File: config.mk
export PLATFORM = sky130hd
export DESIGN_NAME = aes_key_sched_ctrl
export DESIGN_NICKNAME = d
export VERILOG_FILES = /design/src/rtl/aes_pkg.sv /design/src/rtl/aes_key_round.sv /design/src/rtl/aes_key_sched_ctrl.sv
export SDC_FILE = /design/constraint.sdc
export NUM_CORES = 2
export LEC_CHECK = 0
export ABC_CLOCK_PERIOD_IN_PS = 22600
export CAP_MARGIN = 10
export CORE_AREA = 2 2 658 660
export CTS_CLUSTER_SIZE = 24
export DETAILED_ROUTE_END_ITERATION = 12
export DIE_AREA = 0 0 660 662
export MAX_ROUTING_LAYER = met4
export REMOVE_ABC_BUFFERS = 1
export SETUP_SLACK_MARGIN = 0.02
export SLEW_MARGIN = 20
export SYNTH_ARGS = -nofsm -noshare
export SYNTH_HDL_FRONTEND = slang
export SYNTH_SLANG_ARGS = --single-unit
File: constraint.sdc
create_clock -name clk -period 22.6 [get_ports clk]
set_input_delay 3.39 -clock clk [delete_from_list [all_inputs] [get_ports clk]]
set_output_delay 3.39 -clock clk [all_outputs]
set_load 0.005 [all_outputs]
File: src/rtl/aes_pkg.sv
// aes_pkg: shared AES constants, FSM state type and S-box lookup
package aes_pkg;

    localparam int NR    = 10;
    localparam int KEY_W = 128;

    localparam logic [0:9][7:0] RCON = {
        8'h01, 8'h02, 8'h04, 8'h08, 8'h10, 8'h20, 8'h40, 8'h80, 8'h1b, 8'h36
    };

    typedef enum logic [1:0] {IDLE, EXPAND, DONE} state_t;

    localparam logic [0:255][7:0] SBOX = {
        8'h63, 8'h7c, 8'h77, 8'h7b, 8'hf2, 8'h6b, 8'h6f, 8'hc5, 8'h30, 8'h01, 8'h67, 8'h2b, 8'hfe, 8'hd7, 8'hab, 8'h76,
        8'hca, 8'h82, 8'hc9, 8'h7d, 8'hfa, 8'h59, 8'h47, 8'hf0, 8'had, 8'hd4, 8'ha2, 8'haf, 8'h9c, 8'ha4, 8'h72, 8'hc0,
        8'hb7, 8'hfd, 8'h93, 8'h26, 8'h36, 8'h3f, 8'hf7, 8'hcc, 8'h34, 8'ha5, 8'he5, 8'hf1, 8'h71, 8'hd8, 8'h31, 8'h15,
        8'h04, 8'hc7, 8'h23, 8'hc3, 8'h18, 8'h96, 8'h05, 8'h9a, 8'h07, 8'h12, 8'h80, 8'he2, 8'heb, 8'h27, 8'hb2, 8'h75,
        8'h09, 8'h83, 8'h2c, 8'h1a, 8'h1b, 8'h6e, 8'h5a, 8'ha0, 8'h52, 8'h3b, 8'hd6, 8'hb3, 8'h29, 8'he3, 8'h2f, 8'h84,
        8'h53, 8'hd1, 8'h00, 8'hed, 8'h20, 8'hfc, 8'hb1, 8'h5b, 8'h6a, 8'hcb, 8'hbe, 8'h39, 8'h4a, 8'h4c, 8'h58, 8'hcf,
        8'hd0, 8'hef, 8'haa, 8'hfb, 8'h43, 8'h4d, 8'h33, 8'h85, 8'h45, 8'hf9, 8'h02, 8'h7f, 8'h50, 8'h3c, 8'h9f, 8'ha8,
        8'h51, 8'ha3, 8'h40, 8'h8f, 8'h92, 8'h9d, 8'h38, 8'hf5, 8'hbc, 8'hb6, 8'hda, 8'h21, 8'h10, 8'hff, 8'hf3, 8'hd2,
        8'hcd, 8'h0c, 8'h13, 8'hec, 8'h5f, 8'h97, 8'h44, 8'h17, 8'hc4, 8'ha7, 8'h7e, 8'h3d, 8'h64, 8'h5d, 8'h19, 8'h73,
        8'h60, 8'h81, 8'h4f, 8'hdc, 8'h22, 8'h2a, 8'h90, 8'h88, 8'h46, 8'hee, 8'hb8, 8'h14, 8'hde, 8'h5e, 8'h0b, 8'hdb,
        8'he0, 8'h32, 8'h3a, 8'h0a, 8'h49, 8'h06, 8'h24, 8'h5c, 8'hc2, 8'hd3, 8'hac, 8'h62, 8'h91, 8'h95, 8'he4, 8'h79,
        8'he7, 8'hc8, 8'h37, 8'h6d, 8'h8d, 8'hd5, 8'h4e, 8'ha9, 8'h6c, 8'h56, 8'hf4, 8'hea, 8'h65, 8'h7a, 8'hae, 8'h08,
        8'hba, 8'h78, 8'h25, 8'h2e, 8'h1c, 8'ha6, 8'hb4, 8'hc6, 8'he8, 8'hdd, 8'h74, 8'h1f, 8'h4b, 8'hbd, 8'h8b, 8'h8a,
        8'h70, 8'h3e, 8'hb5, 8'h66, 8'h48, 8'h03, 8'hf6, 8'h0e, 8'h61, 8'h35, 8'h57, 8'hb9, 8'h86, 8'hc1, 8'h1d, 8'h9e,
        8'he1, 8'hf8, 8'h98, 8'h11, 8'h69, 8'hd9, 8'h8e, 8'h94, 8'h9b, 8'h1e, 8'h87, 8'he9, 8'hce, 8'h55, 8'h28, 8'hdf,
        8'h8c, 8'ha1, 8'h89, 8'h0d, 8'hbf, 8'he6, 8'h42, 8'h68, 8'h41, 8'h99, 8'h2d, 8'h0f, 8'hb0, 8'h54, 8'hbb, 8'h16
    };

    function automatic logic [7:0] sbox(input logic [7:0] b);
        return SBOX[b];
    endfunction

endpackage

File: src/rtl/aes_key_round.sv
// aes_key_round: one combinational AES-128 key-schedule round
module aes_key_round
    import aes_pkg::*;
(
    input  logic [127:0] w,
    input  logic [7:0]   rcon,
    output logic [127:0] w_nxt
);

    logic [31:0] t, n0, n1, n2;

    // RotWord then SubWord on the last word, Rcon in the top byte, then the word XOR chain
    assign t     = {sbox(w[23:16]), sbox(w[15:8]), sbox(w[7:0]), sbox(w[31:24])} ^ {rcon, 24'h0};
    assign n0    = w[127:96] ^ t;
    assign n1    = w[95:64] ^ n0;
    assign n2    = w[63:32] ^ n1;
    assign w_nxt = {n0, n1, n2, w[31:0] ^ n2};

endmodule

File: src/rtl/aes_key_sched_ctrl.sv
// aes_key_sched_ctrl: sequential AES-128 key expansion with round-key buffer and indexed read port
module aes_key_sched_ctrl #(
    parameter int NR = 10
) (
    input  logic                    clk,
    input  logic                    rst_n,
    input  logic [127:0]            key_in,
    input  logic                    start,
    output logic                    busy,
    output logic                    key_valid,
    input  logic                    rk_rd_en,
    input  logic [3:0]              rk_idx,
    output logic [127:0]            rk_out,
    output logic                    rk_rvalid,
    output logic [128*(NR+1)-1:0]   rk_all
);
    import aes_pkg::*;

    state_t       state;
    logic [3:0]   rc;
    logic [127:0] w, w_nxt;
    logic [127:0] slots [0:NR];
    logic [7:0]   rcon;

    assign rcon = RCON[rc - 4'd1];

    aes_key_round u_round (
        .w     (w),
        .rcon  (rcon),
        .w_nxt (w_nxt)
    );

    for (genvar i = 0; i <= NR; i++) begin : g_all
        assign rk_all[128*(NR-i) +: 128] = slots[i];
    end

    // Expansion FSM: capture the key on start, then write one round per cycle into the buffer
    always_ff @(posedge clk) begin
        if (!rst_n) begin
            state     <= IDLE;
            rc        <= '0;
            w         <= '0;
            busy      <= 1'b0;
            key_valid <= 1'b0;
            for (int i = 0; i <= NR; i++) slots[i] <= '0;
        end else begin
            case (state)
                IDLE, DONE: begin
                    if (start) begin
                        slots[0]  <= key_in;
                        w         <= key_in;
                        rc        <= 4'd1;
                        busy      <= 1'b1;
                        key_valid <= 1'b0;
                        state     <= EXPAND;
                    end
                end
                default: begin
                    slots[rc] <= w_nxt;
                    w         <= w_nxt;
                    rc        <= rc + 4'd1;
                    if (rc == 4'(NR)) begin
                        busy      <= 1'b0;
                        key_valid <= 1'b1;
                        state     <= DONE;
                    end
                end
            endcase
        end
    end

    // Registered read port: out-of-range indices return zero, reads before key_valid are dropped
    always_ff @(posedge clk) begin
        if (!rst_n) begin
            rk_out    <= '0;
            rk_rvalid <= 1'b0;
        end else begin
            rk_rvalid <= rk_rd_en && key_valid;
            if (rk_rd_en && key_valid) rk_out <= (rk_idx <= 4'(NR)) ? slots[rk_idx] : '0;
        end
    end

endmodule

==> load_flow_metrics.sql <==
INSERT INTO impl_metrics (metric_group, metric, value, unit) VALUES
('run_status', 'outcome', 'finished clean', ''),
('run', 'drv.max_cap_violation_count', '0', ''),
('timing', 'max_freq', '136', 'MHz'),
('synthesis', 'yosysUniqueCellTypes', '123', ''),
('clock_tree', 'htree_num_levels', '4', ''),
('global_route', 'antenna_found_initial', '59', ''),
('final_layout', 'area_growth_syn_to_layout', '33.7', '%'),
('floorplan', 'std_cell_rows', '241', ''),
('drt', 'drt_first_pass_iters', '6', ''),
('drt', 'avgViaCountPerCell', '5.24', ''),
('global_route', 'wire_length_of_the_first_global_routing_pass', '754000', 'um'),
('drt', 'drc', '0', ''),
('worst_setup_path', 'critical_path_required', '23.13', 'ns'),
('pwr', 'power.density', '121', 'nW/um^2'),
('drt', 'avgRoutedWirePerCell', '37.5', 'um'),
('pwr', 'power.ir.vdd_worst', '0.0000954', 'V'),
('synthesis', 'seq_area_frac_synth', '52.3', '%'),
('global_route', 'first_global_vias', '75800', ''),
('timing', 'worst_hold_slack', '0.453', 'ns'),
('synthesis', 'area_fraction_of_the_dominant_cell_type_after_synthesis', '43.5', '%'),
('placed_design', 'place_hpwl', '431000', 'um'),
('synthesis', 'simple_logic_cell_fraction_of_the_synthesized_area', '14.7', '%'),
('synthesis', 'postSynthCellCount', '8377', ''),
('synthesis', 'synth.mux.area_fraction', '10.1', '%'),
('synthesis', 'synthesis.yosys.warnings', '0', ''),
('timing', 'slew-limit-headroom', '15.5', '%'),
('worst_hold_path', 'min-delay-path-class', 'register to register', ''),
('worst_setup_path', 'setup.reg_to_reg.worst_slack', '16.13', 'ns'),
('timing', 'report.final.hold_viol_count', '0', ''),
('global_route', 'gr-usage-all-layers', '26.2', '%'),
('floorplan', 'design.core.area', '430000', 'sq um'),
('timing', 'setup-tns-final', '0', 'ns'),
('timing', 'worst_clock_skew', '0.107', 'ns'),
('worst_setup_path', 'worst_r2r_endpoint', 'slots[9][14]', ''),
('worst_setup_path', 'critical_path_arrival', '7.91', 'ns'),
('clock_tree', 'worst_skew_pair.late_latency', '0.97', 'ns'),
('floorplan', 'design.portCount', '1675', ''),
('final_layout', 'fillerInstances', '44800', ''),
('timing', 'rsz0062_at_grt', 'false', ''),
('placed_design', 'port_buffers', '1674', ''),
('placed_design', 'finalWeightedCongestion', '0.964', ''),
('clock_tree', 'holdBufCountCts', '0', ''),
('synthesis', 'yosys.area_share.adder', '0.937', '%'),
('clock_tree', 'numClockSinks', '1671', ''),
('worst_setup_path', 'reg2reg_depth', '11', ''),
('clock_tree', 'cts_bufs_inserted', '205', ''),
('synthesis', 'number_of_enable_flip_flop_cells_after_synthesis', '1280', ''),
('timing', 'fin_crit_sh', '32.6', '%'),
('worst_setup_path', 'cp_max_fo', '38', ''),
('floorplan', 'die_area', '437000', 'sq um'),
('synthesis', 'post_synth_instance_area', '88400', 'sq um'),
('worst_hold_path', 'timing.hold.worst_path_depth', '2', ''),
('clock_tree', 'clockRootBuffer', 'sky130_fd_sc_hd__clkbuf_16', ''),
('worst_setup_path', 'crit_path_start_kind', 'input pin', ''),
('drt', 'route.vias.total', '81700', ''),
('drt', 'drt.antenna.violating_nets', '0', ''),
('worst_hold_path', 'worstHoldEndpoint', 'w[39]', ''),
('clock_tree', 'tritoncts', 'yes', ''),
('clock_tree', 'number_of_gates_resized_after_cts', '0', ''),
('clock_tree', 'cts.repair_timing.setup_buffer_count', '0', ''),
('floorplan', 'die-height', '662', 'um'),
('synthesis', 'synth.avg_cell_area', '10.5', 'sq um'),
('synthesis', 'netlist.top_cell.by_area', 'sky130_fd_sc_hd__edfxtp_1', ''),
('clock_tree', 'cts.clk_slew.worst_paths', '0.06', 'ns'),
('synthesis', 'synthArstFlopShare', '0', '%'),
('synthesis', 'synthesized_flop_and_latch_total', '1671', ''),
('drt', 'initialDrtViolationCount', '11800', ''),
('synthesis', 'largest_family_of_logic_cells_by_synthesized_area', 'simple AND/OR/NAND/NOR gates', ''),
('worst_setup_path', 'r2r_start', 'w[0]', ''),
('worst_setup_path', 'path_class', 'input pin to register', ''),
('worst_hold_path', 'hold_start', 'w[39]', '');
synthesized netlist by cell type (all sizes together), types with 30 or more instances:
cell type / instances
nor3: 96
mux4: 302
nor2: 1741
a311oi: 40
xor2: 40
nand2b: 117
clkbuf: 581
or3: 30
inv: 180
a31oi: 54
nand3: 144
o311ai: 35
xnor2: 112
mux2i: 177
nand2: 489
o21ai: 311
a21o: 30
a22oi: 60
ha: 63
edfxtp: 1280
a211oi: 329
and2: 49
o211ai: 72
buf: 283
nor2b: 105
or2: 46
dfxtp: 391
a21oi: 582
per-stage QoR:
| stage | area, sq um | std cells | worst slack (ns) | total power, uW | utilization [%] |
|---|---|---|---|---|---|
| floorplan | 84700 | 7513 | 4.80 | 7350 | - |
| global placement | 111000 | 15200 | 14.53 | 10800 | 25.8 |
| detailed placement | 111000 | 15200 | 14.37 | 10800 | 25.9 |
| CTS | 118000 | 15500 | 15.38 | 14300 | 27.5 |
| global route | 118000 | 15600 | 15.25 | 14800 | 27.5 |
| finish | 118000 | 15600 | 15.22 | 14300 | 27.5 |
cells by family (layout without fill, tap and decap cells):
kind of cell | after synthesis | count (layout)
buffers and inverters | 1048 | 2507
DFF | 1671 | 1671
AOI/OAI and AO/OA | 1924 | 1924
xor gates and xnor gates | 182 | 182
and+or+nand+nor | 2978 | 2978
adders and majority gates | 66 | 66
muxes | 508 | 508
other | 0 | 46
where the power goes:
group | internal, uW | leakage (uW) | switching (uW) | total, uW
clock network | 1930 | 0.00329 | 1510 | 3440
logic | 2160 | 0.0212 | 4640 | 6800
registers | 3630 | 0.0164 | 384 | 4020
total | 7720 | 0.0410 | 6530 | 14300
flip-flops by register name (all words and copies together), names as in the netlist:
signal and cells:
slots 1408, rk_out 128, w 128, rc 4, state 2, rk_rvalid 1
cells in the final DEF (no fill, tap or decap), types with 28 or more instances in the layout:
cell                              count
sky130_fd_sc_hd__a211oi_1           321
sky130_fd_sc_hd__a21o_1              30
sky130_fd_sc_hd__a21oi_1            575
sky130_fd_sc_hd__a22oi_1             52
sky130_fd_sc_hd__a311oi_1            39
sky130_fd_sc_hd__a31oi_1             54
sky130_fd_sc_hd__and2_1              42
sky130_fd_sc_hd__buf_4              256
sky130_fd_sc_hd__clkbuf_1            53
sky130_fd_sc_hd__clkbuf_16          208
sky130_fd_sc_hd__clkdlybuf4s50_1   1665
sky130_fd_sc_hd__clkinv_2            31
sky130_fd_sc_hd__dfxtp_1            370
sky130_fd_sc_hd__diode_2             46
sky130_fd_sc_hd__edfxtp_1          1280
sky130_fd_sc_hd__ha_1                63
sky130_fd_sc_hd__inv_1              174
sky130_fd_sc_hd__mux2_2              28
sky130_fd_sc_hd__mux2i_1            175
sky130_fd_sc_hd__mux4_2             302
sky130_fd_sc_hd__nand2_1            475
sky130_fd_sc_hd__nand2b_1           117
sky130_fd_sc_hd__nand3_1            139
sky130_fd_sc_hd__nor2_1            1726
sky130_fd_sc_hd__nor2b_1            102
sky130_fd_sc_hd__nor3_1              95
sky130_fd_sc_hd__o2111ai_1           28
sky130_fd_sc_hd__o211ai_1            71
sky130_fd_sc_hd__o21ai_0            294
sky130_fd_sc_hd__o221ai_1            29
sky130_fd_sc_hd__o311ai_0            34
sky130_fd_sc_hd__or2_2               38
sky130_fd_sc_hd__or3_1               29
sky130_fd_sc_hd__xnor2_1             91
sky130_fd_sc_hd__xor2_1              36
routing by layer:
layer	vias up	share of wire (%)	GRT usage, %	wire length [um]
met3	1054	9.9	6.66	57600
li1	33400	-	-	-
met2	5554	46	41.1	269000
met1	41700	37	30.7	218000
met5	-	0	-	0
met4	0	6.9	14.5	40300
critical path: stages:
cell,delay (ns)
sky130_fd_sc_hd__buf_8,0.19
sky130_fd_sc_hd__nand2_4,0.40
sky130_fd_sc_hd__nor2_1,0.65
sky130_fd_sc_hd__nand3_4,0.64
sky130_fd_sc_hd__nand2_4,0.84
sky130_fd_sc_hd__buf_4,0.71
sky130_fd_sc_hd__buf_4,0.68
cell type report:
cell class	instances	area [sq um]	area share [%]
Multi-Input combinational cell	5658	38300	32.4
Inverter	184	698	0.591
Clock inverter	111	1250	1.06
Clock buffer	272	5560	4.70
Timing Repair Buffer	1940	18900	16.0
Tap cell	5710	7140	6.04
Antenna cell	46	115	0.0974
Sequential cell	1671	46300	39.2
worst max path at each step:
stage / slack (ns) / start / endpoint
after CTS: 15.38 / rst_n / slots[2][68]
final: 15.22 / rst_n / slots[2][10]
after global placement: 14.53 / rst_n / slots[2][81]
after floorplan: 4.80 / start / slots[1][0]
after detailed placement: 14.37 / rst_n / slots[2][81]
after global routing: 15.25 / rst_n / slots[2][10]
Note: power is estimated with default switching activity, not from simulation.
